`config.mk`:
```
export PLATFORM = sky130hd
export DESIGN_NAME = gray_conv_arbiter
export DESIGN_NICKNAME = d
export VERILOG_FILES = /design/src/rtl/gray_conv_arbiter.sv
export SDC_FILE = /design/constraint.sdc
export NUM_CORES = 1
export LEC_CHECK = 0
export BUFFER_PORTS_ARGS = -buffer_cell sky130_fd_sc_hd__buf_2
export CAP_MARGIN = 20
export CELL_PAD_IN_SITES_DETAIL_PLACEMENT = 1
export CELL_PAD_IN_SITES_GLOBAL_PLACEMENT = 1
export CORE_MARGIN = 5
export CORE_UTILIZATION = 30
export CTS_CLUSTER_SIZE = 40
export DETAILED_ROUTE_END_ITERATION = 8
export GPL_ROUTABILITY_DRIVEN = 0
export PLACE_DENSITY = 0.72
export SLEW_MARGIN = 20
export SYNTH_ARGS = -nofsm -noshare
export SYNTH_HDL_FRONTEND = slang
export SYNTH_SLANG_ARGS = --single-unit
```
`constraint.sdc`:
```
create_clock -name clk -period 1.9 [get_ports clk]
set_input_delay 0.38 -clock clk [delete_from_list [all_inputs] [get_ports clk]]
set_output_delay 0.38 -clock clk [all_outputs]
set_load 0.02 [all_outputs]
```
`src/rtl/gray_conv_arbiter.sv`:
```
// -----------------------------------------------------------------------------
// gray_conv_arbiter
//
// Shares one binary-to-Gray conversion datapath between NUM_REQ requesters.
// A round-robin arbiter picks one valid requester per cycle, converts its word
// and stores the result, tagged with the requester index, in a single
// registered output stage with a valid/ready handshake.
//
// Optional feature (macro GRAY_ARB_G2B_EN):
//   Adds input req_dir. A requester with req_dir[i] = 1 gets its word
//   Gray-to-binary converted instead. Without the macro every word is
//   binary-to-Gray converted and req_dir does not exist.
//
// Ports:
//   clk        in   1              rising-edge clock
//   rst        in   1              asynchronous, active-high reset
//   req_valid  in   NUM_REQ        per-requester valid
//   req_data   in   NUM_REQ*WIDTH  packed words, requester i at [i*WIDTH +: WIDTH]
//   req_dir    in   NUM_REQ        per-requester direction (GRAY_ARB_G2B_EN only)
//   req_ready  out  NUM_REQ        one-hot or zero grant
//   out_valid  out  1              output register holds a word
//   out_data   out  WIDTH          converted word
//   out_id     out  ID_W           index of the requester that produced out_data
//   out_ready  in   1              consumer accepts the output word
// -----------------------------------------------------------------------------
module gray_conv_arbiter #(
    parameter int WIDTH   = 4,
    parameter int NUM_REQ = 4,
    parameter int ID_W    = $clog2(NUM_REQ)
) (
    input  logic                     clk,
    input  logic                     rst,
    input  logic [NUM_REQ-1:0]       req_valid,
    input  logic [NUM_REQ*WIDTH-1:0] req_data,
`ifdef GRAY_ARB_G2B_EN
    input  logic [NUM_REQ-1:0]       req_dir,
`endif
    output logic [NUM_REQ-1:0]       req_ready,
    output logic                     out_valid,
    output logic [WIDTH-1:0]         out_data,
    output logic [ID_W-1:0]          out_id,
    input  logic                     out_ready
);

    function automatic logic [WIDTH-1:0] bin2gray(input logic [WIDTH-1:0] b);
        return b ^ (b >> 1);
    endfunction

`ifdef GRAY_ARB_G2B_EN
    function automatic logic [WIDTH-1:0] gray2bin(input logic [WIDTH-1:0] g);
        logic [WIDTH-1:0] b;
        b[WIDTH-1] = g[WIDTH-1];
        for (int i = WIDTH - 2; i >= 0; i--) begin
            b[i] = b[i+1] ^ g[i];
        end
        return b;
    endfunction
`endif

    logic [ID_W-1:0]  rr_ptr;
    logic [ID_W-1:0]  winner;
    logic             found;
    logic             accept;
    logic             grant;
    logic [WIDTH-1:0] win_word;
    logic [WIDTH-1:0] conv_word;
    logic [ID_W-1:0]  next_ptr;

    // Round-robin search: first valid requester at or after rr_ptr, wrapping.
    // NOTE: every always_comb output gets a default before any branch so no
    // path leaves it unassigned, which would otherwise infer a latch.
    always_comb begin
        found  = 1'b0;
        winner = '0;
        for (int k = 0; k < NUM_REQ; k++) begin
            int idx;
            idx = int'(rr_ptr) + k;
            if (idx >= NUM_REQ) begin
                idx = idx - NUM_REQ;
            end
            if (!found && req_valid[idx]) begin
                found  = 1'b1;
                winner = ID_W'(idx);
            end
        end
    end

    // A new word fits when the register is empty or is being drained now.
    // Reset suppresses grants so nothing is handshaken while rst is high.
    assign accept = !out_valid || out_ready;
    assign grant  = accept && found && !rst;

    always_comb begin
        req_ready = '0;
        if (grant) begin
            req_ready[winner] = 1'b1;
        end
    end

    assign win_word = req_data[int'(winner)*WIDTH +: WIDTH];

`ifdef GRAY_ARB_G2B_EN
    assign conv_word = req_dir[winner] ? gray2bin(win_word) : bin2gray(win_word);
`else
    assign conv_word = bin2gray(win_word);
`endif

    assign next_ptr = (winner == ID_W'(NUM_REQ - 1)) ? '0 : winner + 1'b1;

    // NOTE: state registers use non-blocking assignments so every register
    // samples pre-edge values, independent of statement order.
    always_ff @(posedge clk or posedge rst) begin
        if (rst) begin
            out_valid <= 1'b0;
            out_data  <= '0;
            out_id    <= '0;
            rr_ptr    <= '0;
        end else if (grant) begin
            out_valid <= 1'b1;
            out_data  <= conv_word;
            out_id    <= winner;
            rr_ptr    <= next_ptr;
        end else if (out_ready) begin
            // Drained with nothing to replace it: data and id keep last values.
            out_valid <= 1'b0;
        end
    end

endmodule
```
==> metrics.md <==
| Metric | Value |
|---|---|
| Mapped cell area | 759 sq um |
| Max Freq | 0.458 GHz |
| Crit path launch | rr_ptr[0] |
| Ys async rst share | 100% |
| Final wirelength | 2100 um |
| Global Route Usage Sum | 12.2% |
| Fin crit period | 2180 ps |
| Clock Sink Count | 9 |
| Most frequent cells in the layout | buf_2 (31), buf_4 (12), dfrtp_1 (9) |
| Most common cell after layout, fill and taps aside | buf_2 |
| Antenna diodes | 0 |
| Crit start category | flip-flop |
| Synth Area in XOR/XNOR | 11.5% |
| RSZ-0062 raised after global routing | true |
| Ratio of cells with drive above 1 in the final layout | 51.2% |
| Row cnt | 18 |
| Final hold vios | 0 |
| Post-synthesis sequential area ratio | 29.7% |
| DR pass1 iterations | 2 |
| Worst EP arrival | 1800 ps |
| Post-Syn Area per Cell | 9.38 sq um |
| Mapped Cells | 81 |
| Critical R2R Capture | out_data[0] |
| Final net count | 157 |
| Hold Path Class | in2async |
| CP max FO | 4 |
| Initial antenna violation count | 0 |
| DRT antenna net count | 0 |
| Total Power | 0.00129 W |
| CTS Buffer Depth | 2 |
| First-pass GRT wire length | 3440 um |
| P per Cell Area | 1150 nW/um^2 |
| IO Port Bufs | 33 |
| Adder-Cell Fraction of Synth Area | 6.59% |
| Max IR drop VDD | 487 uV |
| P&R area growth vs syn | 48.1% |
| Largest family of logic cells by synthesized area | compound AO/OA/AOI/OAI gates |
| Post-synth EDFFs | 0 |
| Chip width | 60.3 um |
| Worst slack at placement | -131 ps |
| Setup Crit Path Kind | reg2out |
| Worst Reg2Reg Path Length in Cells | 7 |
| H-tree depth | 1 |
| Top FF cell, synth | dfrtp_1 |
| Max Transition Viols Final | 0 |
| R2r startpoint | rr_ptr[0] |
| Status | finished, violations left |
| Vias per cell | 4.75 |
| Starting Density | 30.9% |
| Worst hold slack | 108 ps |
| Placed cell area | 1030 sq um |
| Worst Clk Skew | 6.73 ps |
| WL/cell | 13.2 um |
| Pin count of the biggest net entering global routing | 13 |
| Fin worst setup slack | -282 ps |
| Final period util | 115% |
| 1st-iter DRT viols | 11 |
| CTS Root Cell | clkbuf_4 |
| CTS clk-pin slew, worst paths | 60 ps |
| Final Cell Area | 1120 sq um |
| Compound-Gate Fraction of Synth Area | 19.1% |
| Final setup fails | 5 |
| Worst slew margin | 76.3% |
| Yosys reg bits | 9 |
| Layout Cells excl Fill | 159 |
| CORE AREA | 2450 sq um |
| Mapped Nets | 108 |
| Synthesis Warnings | 0 |
| Worst-Margin Slew | 352 ps |
| TritonCTS clock tree | yes |
| DR DRC count | 0 |
| Skew-Pair Late Insertion Delay | 260 ps |
| Vias in the first global route | 827 |
| CTS Hold Bufs | 0 |
| Post-synth cell types | 29 |
| R2R setup slack | -50 ps |
| Filler cell count in the final layout | 303 |
| Multiplexer share of the synthesized area | 11.7% |
| Die Y | 60.3 um |
| Failing checks | negative setup slack |
| Num CTS Buffers | 3 |
| Worst setup EP type | primary output |
| CP required | 1520 ps |
| Placed Instances | 153 |
| Maxcap violations | 0 |
| Total grt overflow | 0 |
| Synth Area in Simple Gates | 14.3% |
| Full die area | 3640 sq um |
| Via count | 756 |
| Post-DP HPWL | 1760 um |
| Leakage | 0.544 nW |
| I/O pin count | 34 |
## metrics by stage
| step | setup TNS (ps) | utilization [%] |
|---|---|---|
| final | -1120 | 45.8 |
| after CTS | -1040 | 43.4 |
| after detailed placement | -533 | 42.0 |
| after global routing | -1610 | 45.8 |
| after global placement | -356 | 42.0 |
| after floorplan | 0 | - |
## registers in the layout, indices dropped and copies added, names as in the netlist
register,flops
out_valid,1
out_id,2
rr_ptr,2
out_data,4
## critical path, cell delays in order, from the launching register on
cell and delay, ps:
dfrtp_1 380, and2b_2 260, a21oi_2 100, a31o_2 260, inv_6 50, ha_1 190
and2_1 140, buf_2 150
## report_power, final
part | switching (W) | internal [W]
sequential | 0.0000534 | 0.000274
combinational | 0.000431 | 0.000391
clock | 0.0000630 | 0.0000807
total | 0.000547 | 0.000745
## cell usage after synthesis (2+ instances only)
cell,instances,share of area (%)
a21oi_1,6,4.0
a31oi_1,2,1.6
and2_1,4,3.3
dfrtp_1,9,30
ha_1,4,6.6
inv_1,6,3.0
mux2_2,3,4.4
mux2i_1,4,5.3
nand2_1,2,0.99
nand3_1,3,2.0
nor2_1,6,3.0
nor2b_1,2,1.6
o211ai_1,2,2.0
o21ai_0,4,2.6
o31ai_1,2,2.0
xnor2_1,5,5.8
xor2_1,5,5.8
## final cells by class
class | count | area (sq um) | area share (%)
multi-input combinational | 62 | 519 | 46.2
sequential | 9 | 225 | 20.0
clock buffer | 4 | 26.3 | 2.34
tap | 30 | 37.5 | 3.34
timing repair buffer | 46 | 279 | 24.8
inverter | 8 | 37.5 | 3.34
## how the worst max path moves through the flow
stage	slack (ps)	cells after the start	to
3_5_place_dp	-130	8	req_ready[2]
5_1_grt	-370	5	req_ready[0]
3_3_place_gp	-100	8	req_ready[2]
4_1_cts	-270	6	req_ready[2]
2_1_floorplan	40	5	req_ready[0]
6_report	-280	7	req_ready[0]
## per-layer routing
| metal | vias up | part of all wire [%] | GRT usage [%] |
|---|---|---|---|
| li1 | 374 | - | - |
| met1 | 354 | 42 | 14.6 |
| met2 | 28 | 51 | 22.2 |
| met3 | 0 | 6.9 | 2.38 |
| met4 | 0 | 0 | 2.85 |
| met5 | - | 0 | 0 |
## logic make-up after synthesis
| kind of cell | after synthesis |
|---|---|
| AOI/OAI and AO/OA | 20 |
| xor gates and xnor gates | 10 |
| adders and majority gates | 4 |
| buffers and inverters | 10 |
| DFF | 9 |
| muxes | 8 |
| and+or+nand+nor | 20 |
## what timing repair did
item,4_1_cts,5_1_grt
setup endpoints to repair,5,6
pin swaps,0,6
gates cloned,0,0
gates resized for setup,1,14
buffers inserted,1,2
(Power assumes the default switching activity.)
